[src/rtl/imm_ext_pkg.sv]
// Purpose: shared types and defaults for the immediate-generation stage.
// Latency: n/a (types only).
// Backpressure: n/a (types only).
package imm_ext_pkg;

   localparam int DEF_XLEN  = 32;
   localparam int DEF_TAG_W = 8;

   // Instruction formats; codes 5..7 are illegal.
   typedef enum logic [2:0] {
      FMT_I = 3'd0,
      FMT_S = 3'd1,
      FMT_B = 3'd2,
      FMT_U = 3'd3,
      FMT_J = 3'd4
   } fmt_e;

   // Extension modes; code 3 is reserved and behaves as EXT_SEXT.
   typedef enum logic [1:0] {
      EXT_SEXT = 2'd0,
      EXT_ZEXT = 2'd1,
      EXT_SMAG = 2'd2
   } ext_mode_e;

   // Default-width storage entry. The stage declares an entry of the same
   // shape sized by its own XLEN/TAG_W parameters.
   typedef struct packed {
      logic [DEF_XLEN-1:0]  imm;
      logic [DEF_TAG_W-1:0] tag;
      logic                 illegal;
   } entry_t;

endpackage

[src/rtl/imm_ext_if.sv]
// Purpose: handshake and data bundle between decode, this stage and execute.
// Latency: n/a (wiring only).
// Backpressure: out_ready_i from downstream, in_ready_o towards upstream.
// Ports: input side in_valid_i/in_ready_o/instr_i/fmt_i/ext_mode_i/tag_i,
//        output side out_valid_o/out_ready_i/imm_o/tag_o/illegal_o.
interface imm_ext_if #(
   parameter int XLEN  = 32,
   parameter int TAG_W = 8
);
   logic             in_valid_i;
   logic             in_ready_o;
   logic [31:0]      instr_i;
   logic [2:0]       fmt_i;
   logic [1:0]       ext_mode_i;
   logic [TAG_W-1:0] tag_i;
   logic             out_valid_o;
   logic             out_ready_i;
   logic [XLEN-1:0]  imm_o;
   logic [TAG_W-1:0] tag_o;
   logic             illegal_o;

   // Upstream/downstream environment view.
   modport master (
      output in_valid_i, instr_i, fmt_i, ext_mode_i, tag_i, out_ready_i,
      input  in_ready_o, out_valid_o, imm_o, tag_o, illegal_o
   );

   // Stage view.
   modport slave (
      input  in_valid_i, instr_i, fmt_i, ext_mode_i, tag_i, out_ready_i,
      output in_ready_o, out_valid_o, imm_o, tag_o, illegal_o
   );
endinterface

[src/rtl/imm_ext_comb.sv]
// Purpose: combinational immediate extraction and extension for I/S/B/U/J.
// Latency: 0 cycles (pure combinational).
// Backpressure: none; no handshake.
// Ports: i_instr (32b word), i_fmt, i_ext_mode -> o_imm (XLEN), o_illegal.
module imm_ext_comb
   import imm_ext_pkg::*;
#(
   parameter int XLEN = DEF_XLEN
) (
   input  logic [31:0]     i_instr,
   input  logic [2:0]      i_fmt,
   input  logic [1:0]      i_ext_mode,
   output logic [XLEN-1:0] o_imm,
   output logic            o_illegal
);

   logic [XLEN-1:0] w_raw;   // raw field, zero-padded
   int              w_msb;   // bit index of the raw field's MSB
   logic [1:0]      w_mode;
   logic            w_sign;
   logic            w_unused;

   // The raw field's MSB is instr[31] for every format.
   assign w_sign   = i_instr[31];
   // Opcode bits carry no immediate information.
   assign w_unused = ^i_instr[6:0];

   always_comb begin
      w_raw     = '0;
      w_msb     = 11;
      w_mode    = i_ext_mode;
      o_illegal = 1'b0;
      o_imm     = '0;
      case (i_fmt)
         FMT_I: w_raw[11:0] = i_instr[31:20];
         FMT_S: w_raw[11:0] = {i_instr[31:25], i_instr[11:7]};
         FMT_B: begin
            w_raw[12:0] = {i_instr[31], i_instr[7], i_instr[30:25], i_instr[11:8], 1'b0};
            w_msb       = 12;
         end
         FMT_J: begin
            w_raw[20:0] = {i_instr[31], i_instr[19:12], i_instr[20], i_instr[30:21], 1'b0};
            w_msb       = 20;
         end
         FMT_U: begin
            // U always sign-fills above bit 31, whatever the requested mode.
            w_raw[31:0] = {i_instr[31:12], 12'b0};
            w_msb       = 31;
            w_mode      = EXT_SEXT;
         end
         default: o_illegal = 1'b1;
      endcase

      for (int i = 0; i < XLEN; i++) begin
         if (w_mode == EXT_SMAG) begin
            // Magnitude keeps its position; the sign moves to the top bit.
            if (i < w_msb)           o_imm[i] = w_raw[i];
            else if (i == XLEN - 1)  o_imm[i] = w_sign;
            else                     o_imm[i] = 1'b0;
         end else if (i <= w_msb) begin
            o_imm[i] = w_raw[i];
         end else if (w_mode == EXT_ZEXT) begin
            o_imm[i] = 1'b0;
         end else begin
            o_imm[i] = w_sign;  // SEXT and reserved mode 3
         end
      end

      if (o_illegal) o_imm = '0;
   end

endmodule

[src/rtl/imm_ext_stage.sv]
// Purpose: registered immediate-generation stage with tag sideband and flush.
// Latency: 1 cycle from accept to out_valid_o; 1 result/cycle while ready high.
// Backpressure: 2-entry skid (OUT + SKID); in_ready_o is a registered !SKID.valid.
// Ports: clk_i, rst_i (sync, active high), flush_i, bus (imm_ext_if.slave).
module imm_ext_stage
   import imm_ext_pkg::*;
#(
   parameter int XLEN  = DEF_XLEN,
   parameter int TAG_W = DEF_TAG_W
) (
   input  logic       clk_i,
   input  logic       rst_i,
   input  logic       flush_i,
   imm_ext_if.slave   bus
);

   typedef struct packed {
      logic [XLEN-1:0]  imm;
      logic [TAG_W-1:0] tag;
      logic             illegal;
   } stage_entry_t;

   stage_entry_t    r_out;
   stage_entry_t    r_skid;
   logic            r_out_vld;
   logic            r_skid_vld;

   logic [XLEN-1:0] w_imm;
   logic            w_illegal;
   logic            w_accept;
   stage_entry_t    w_new;

   imm_ext_comb #(.XLEN(XLEN)) u_comb (
      .i_instr    (bus.instr_i),
      .i_fmt      (bus.fmt_i),
      .i_ext_mode (bus.ext_mode_i),
      .o_imm      (w_imm),
      .o_illegal  (w_illegal)
   );

   assign w_accept = bus.in_valid_i && !r_skid_vld;
   assign w_new    = '{imm: w_imm, tag: bus.tag_i, illegal: w_illegal};

   always_ff @(posedge clk_i) begin
      if (rst_i || flush_i) begin
         // Flush also clears data so no stale immediate is left on the outputs.
         r_out      <= '0;
         r_skid     <= '0;
         r_out_vld  <= 1'b0;
         r_skid_vld <= 1'b0;
      end else if (!r_out_vld || bus.out_ready_i) begin
         // OUT is free this cycle: older SKID entry always goes first.
         if (r_skid_vld) begin
            r_out      <= r_skid;
            r_out_vld  <= 1'b1;
            r_skid_vld <= 1'b0;
         end else if (w_accept) begin
            r_out      <= w_new;
            r_out_vld  <= 1'b1;
         end else begin
            r_out_vld  <= 1'b0;
         end
      end else if (w_accept) begin
         r_skid     <= w_new;
         r_skid_vld <= 1'b1;
      end
   end

   assign bus.in_ready_o  = !r_skid_vld;
   assign bus.out_valid_o = r_out_vld;
   assign bus.imm_o       = r_out.imm;
   assign bus.tag_o       = r_out.tag;
   assign bus.illegal_o   = r_out.illegal;

endmodule

[src/flat_wrapper.sv]
// flat-port wrapper written by rule: the top's interface ports become plain ports
module imm_ext_stage_flat import imm_ext_pkg::*;
#(
   parameter int XLEN  = DEF_XLEN,
   parameter int TAG_W = DEF_TAG_W
)
  (clk_i, rst_i, flush_i, bus_in_valid_i, bus_instr_i, bus_fmt_i, bus_ext_mode_i, bus_tag_i, bus_out_ready_i, bus_in_ready_o, bus_out_valid_o, bus_imm_o, bus_tag_o, bus_illegal_o);
  imm_ext_if #(.XLEN(XLEN), .TAG_W(TAG_W)) bus_i ();
  input  logic clk_i;
  input  logic rst_i;
  input  logic flush_i;
  input wire logic [$bits(bus_i.in_valid_i)-1:0] bus_in_valid_i;
  input wire logic [$bits(bus_i.instr_i)-1:0] bus_instr_i;
  input wire logic [$bits(bus_i.fmt_i)-1:0] bus_fmt_i;
  input wire logic [$bits(bus_i.ext_mode_i)-1:0] bus_ext_mode_i;
  input wire logic [$bits(bus_i.tag_i)-1:0] bus_tag_i;
  input wire logic [$bits(bus_i.out_ready_i)-1:0] bus_out_ready_i;
  output wire logic [$bits(bus_i.in_ready_o)-1:0] bus_in_ready_o;
  output wire logic [$bits(bus_i.out_valid_o)-1:0] bus_out_valid_o;
  output wire logic [$bits(bus_i.imm_o)-1:0] bus_imm_o;
  output wire logic [$bits(bus_i.tag_o)-1:0] bus_tag_o;
  output wire logic [$bits(bus_i.illegal_o)-1:0] bus_illegal_o;
  assign bus_i.in_valid_i = bus_in_valid_i;
  assign bus_i.instr_i = bus_instr_i;
  assign bus_i.fmt_i = bus_fmt_i;
  assign bus_i.ext_mode_i = bus_ext_mode_i;
  assign bus_i.tag_i = bus_tag_i;
  assign bus_i.out_ready_i = bus_out_ready_i;
  assign bus_in_ready_o = bus_i.in_ready_o;
  assign bus_out_valid_o = bus_i.out_valid_o;
  assign bus_imm_o = bus_i.imm_o;
  assign bus_tag_o = bus_i.tag_o;
  assign bus_illegal_o = bus_i.illegal_o;
  imm_ext_stage #(.XLEN(XLEN), .TAG_W(TAG_W)) u_core (.clk_i(clk_i), .rst_i(rst_i), .flush_i(flush_i), .bus(bus_i));
endmodule
[config.mk]
export PLATFORM = sky130hd
export DESIGN_NAME = imm_ext_stage_flat
export DESIGN_NICKNAME = d
export VERILOG_FILES = /design/src/rtl/imm_ext_pkg.sv /design/src/rtl/imm_ext_if.sv /design/src/rtl/imm_ext_comb.sv /design/src/rtl/imm_ext_stage.sv /design/src/flat_wrapper.sv
export SDC_FILE = /design/constraint.sdc
export NUM_CORES = 1
export LEC_CHECK = 0
export ABC_AREA = 1
export ABC_CLOCK_PERIOD_IN_PS = 2550
export BUFFER_PORTS_ARGS = -buffer_cell sky130_fd_sc_hd__buf_2
export CORE_ASPECT_RATIO = 0.9
export CORE_MARGIN = 5
export CORE_UTILIZATION = 47
export CTS_CLUSTER_DIAMETER = 120
export DETAILED_ROUTE_END_ITERATION = 12
export GPL_TIMING_DRIVEN = 0
export MAX_ROUTING_LAYER = met4
export PLACE_DENSITY = 0.78
export SETUP_SLACK_MARGIN = 0.5
export SKIP_LAST_GASP = 1
export SLEW_MARGIN = 20
export SYNTH_ARGS = -nofsm -noshare
export SYNTH_HDL_FRONTEND = slang
export SYNTH_SLANG_ARGS = --single-unit
export TNS_END_PERCENT = 1
[constraint.sdc]
create_clock -name clk_i -period 2.55 [get_ports clk_i]
set_clock_uncertainty 0.2 [all_clocks]
set_input_delay 0.1275 -clock clk_i [delete_from_list [all_inputs] [get_ports clk_i]]
set_output_delay 0.1275 -clock clk_i [all_outputs]
set_load 0.1 [all_outputs]
==> impl_metrics.toml <==
[placement]
worst_slack_at_placement_ns = 0.625
hpwlAfterDp_mm = 8.47
port_buffers = 85
dp_cells = 709
gp_congestion = 0.936

[power]
irDropWorstVdd_mv = 0.407
totalPowerFinal_uw = 3120
p_per_area_nw_per_um2 = 643
power_leakage_uw = 0.00219

[worst_setup_path]
regToRegEndpoint = "u_core.r_skid[9]"
startpoint_class = "input pin"
cpMaxStageDelayCell = "sky130_fd_sc_hd__dlygate4sd3_1"
path_class = "input pin to flip-flop"
cp-endpoint = "u_core.r_skid[9]"
crit_path_cell_trace = "dlygate4sd3_1 > buf_2 > nor2_1 > nand3_1 > inv_2 > clkbuf_1 > a31oi_1"
required_ns = 2.57
worstRegToRegCells = 6
startpoint = "bus_out_ready_i"
critical_path_arrival_ns = 1.97
path_max_fanout = 10
timing.rr.start = "u_core.r_skid_vld"
ff2ff_setup_slack_ns = 0.61
critical-path-max-stage-delay_ns = 0.53
worst_setup_path_end_kind = "flip-flop"

[synthesis]
unique_masters_post_synth = 24
synth.cell_area_um2 = 3710
synth_top_cell_area_share_pct = 45.3
yosys_most_used_dff = "sky130_fd_sc_hd__dfxtp_1"
synthDominantAreaCellType = "sky130_fd_sc_hd__dfxtp_1"
ys_seq_elements = 84
synth_sequential_area_ratio_pct = 45.3
syn_area_per_cell_um2 = 7.02
synth_edf_count = 0
synthesis.instances = 528
synth_fp_nets = 578
ys_top_cells_by_area = "sky130_fd_sc_hd__dfxtp_1 45%, sky130_fd_sc_hd__a21oi_1 13%, sky130_fd_sc_hd__nand2_1 13%, sky130_fd_sc_hd__o21ai_0 8.9%, sky130_fd_sc_hd__inv_1 2.8%"
async_flop_share_pct = 0
ys_top_cells_by_count = "125 x sky130_fd_sc_hd__nand2_1, 100 x sky130_fd_sc_hd__a21oi_1, 84 x sky130_fd_sc_hd__dfxtp_1, 66 x sky130_fd_sc_hd__o21ai_0"
synth_most_common_cell = "sky130_fd_sc_hd__nand2_1"
synth.yosys.warnings = 0

[layout]
fin_nets = 710
layout_stage_area_growth_over_the_synthesis_result_pct = 31.0
non_filler_cells_in_the_finished_layout = 761
drive_above_1_share_pct = 19.2
num_antenna_cells = 0

[clock_tree]
clock_path_buffers = 2
cts-buffers-inserted = 9
worstSkewPairLatency_ns = 0.36
numClockSinks = 84
htree_levels = 3
clkTransAtPathRegs_ns = 0.09
cts_tree = "built"
cts.root.buffer_cell = "sky130_fd_sc_hd__clkbuf_8"

[detailed_routing]
antenna_left = 0
met2WireLength_mm = 5.77
avgViaCountPerCell = 5.57
post-route-drc-count = 0
vias = 4240
detail_route.first_pass.iterations = 7
initialDrtViolationCount = 428
route.final.wire_length_mm = 12.5
topRoutingLayerUsed = "met4"
avgRoutedWirePerCell_um = 16.4
wirelength_met1_mm = 5.30
detailroute.wirelength.met3_mm = 1.21

[global_routing]
first_global_vias = 3986
gr-total-overflow = 0
grt_max_degree = 15
grt_first_pass_wirelength_mm = 19.9
grt_antenna_before_repair = 0
grt.total_usage_pct = 26.1

[sta]
final_critical_path_setup_slack_ns = 0.601
post-route-period-util_pct = 76.4
timing.final.max_slew_violations = 0
fmax_ghz = 0.513
timing.slew.headroom_pct = 54.9
grt_setup_unrepaired = "false"
tightest_pin_transition_ns = 0.677
final-hold-violation-count = 0
setup-violations-final = 0
setup-tns-final_ns = 0
timing.final.crit_period_ns = 1.95

[die]
initial_standard_cell_utilization_of_the_core_pct = 48.7
std_cell_rows = 30
vert_die_dim_um = 94.3
num_io_pins = 93
die_w_um = 104
design.die.area_um2 = 9770
floorplan.core_area_um2 = 7620

[min_path]
holdCritPathClass = "input pin to flip-flop"

[job]
cap_viol_max_count = 0

[status]
run_status = "complete, no violations"
[cell usage in the layout (no fill, tap or decap), types with 2 or more instances in the layout]
cell | synthesis | final
sky130_fd_sc_hd__clkbuf_1 | 23 | 23
sky130_fd_sc_hd__nand2_1 | 125 | 125
sky130_fd_sc_hd__dfxtp_1 | 84 | 83
sky130_fd_sc_hd__buf_1 | 2 | 2
sky130_fd_sc_hd__nand4_1 | 8 | 8
sky130_fd_sc_hd__o21ai_1 | 9 | 9
sky130_fd_sc_hd__dlygate4sd3_1 | 0 | 36
sky130_fd_sc_hd__nand2_2 | 2 | 2
sky130_fd_sc_hd__bufinv_16 | 0 | 3
sky130_fd_sc_hd__clkinv_2 | 0 | 2
sky130_fd_sc_hd__nor2_4 | 2 | 2
sky130_fd_sc_hd__a31oi_1 | 9 | 9
sky130_fd_sc_hd__nor2_1 | 28 | 28
sky130_fd_sc_hd__nor2_2 | 4 | 4
sky130_fd_sc_hd__buf_6 | 2 | 2
sky130_fd_sc_hd__inv_2 | 4 | 4
sky130_fd_sc_hd__inv_1 | 28 | 28
sky130_fd_sc_hd__a21oi_1 | 100 | 100
sky130_fd_sc_hd__clkbuf_8 | 0 | 9
sky130_fd_sc_hd__nand3_1 | 17 | 17
sky130_fd_sc_hd__buf_2 | 9 | 93
sky130_fd_sc_hd__o21ai_0 | 66 | 66
[critical path, delay by kind of cell]
family | cells | cell delay, ns
AOI/OAI and AO/OA | 1 | 0.16
and+or+nand+nor | 2 | 0.41
buffers and inverters | 4 | 1.28
[metal layers]
layer  vias to the layer above  GRT usage [%]
met5                         -              -
met4                         0           8.85
met3                        27           6.32
met2                       238           41.6
met1                      1951           32.5
li1                       2024              -
[how the worst min path moves through the flow]
stage / cells after the start / start / end / slack [ns]
finish: 5 / bus_instr_i[21] / u_core.r_skid[30] / 0.04
global placement: 3 / bus_tag_i[7] / u_core.r_skid[8] / 0.19
CTS: 5 / bus_instr_i[21] / u_core.r_skid[30] / 0.02
detailed placement: 3 / bus_tag_i[4] / u_core.r_skid[5] / 0.20
global route: 5 / bus_fmt_i[0] / u_core.bus.imm_o[0] / 0.04
floorplan: 2 / bus_tag_i[0] / u_core.r_skid[1] / 0.07
[cell families after synthesis]
kind of cell	count (synthesis)	synth area share, %
flops	84	45.3
simple gates	188	21.2
compound gates	187	25.8
buf+inv	69	7.69
[cell type report]
type,instances,area [um^2]
flip-flops and latches,84,1680
fillers,704,2760
inverters,33,124
well taps,96,120
clock inverters,6,111
plain buffers,36,163
repair buffers,121,788
clock buffers,10,128
multi-input cells,375,1740
[sequential cells by signal, indices dropped and copies added (netlist names)]
register,flops
u_core.bus.illegal_o,1
u_core.bus.imm_o,32
u_core.bus.out_valid_o,1
u_core.bus.tag_o,8
u_core.r_skid,41
u_core.r_skid_vld,1
[power breakdown]
part	switching [uW]	internal, uW	total (uW)
registers	17.1	1340	1360
logic	446	154	600
clock network	508	655	1160
total	971	2150	3120
[metrics by stage]
stage / hold WS, ns / cell area (um^2) / util, %
3_3_place_gp: 0.191 / 4260 / 55.8
6_report: 0.0365 / 4860 / 63.8
5_1_grt: 0.0358 / 4860 / 63.8
4_1_cts: 0.0158 / 4860 / 63.8
2_1_floorplan: 0.0713 / 3710 / -
3_5_place_dp: 0.197 / 4260 / 55.8
[what timing repair did]
item,4_1_cts,5_1_grt
buffers inserted,0,0
endpoints found under the setup margin,1,0
gates resized for setup,2,0
hold buffers,36,0
endpoints found under the hold margin,66,0
Power figures use the tool's default switching activity.
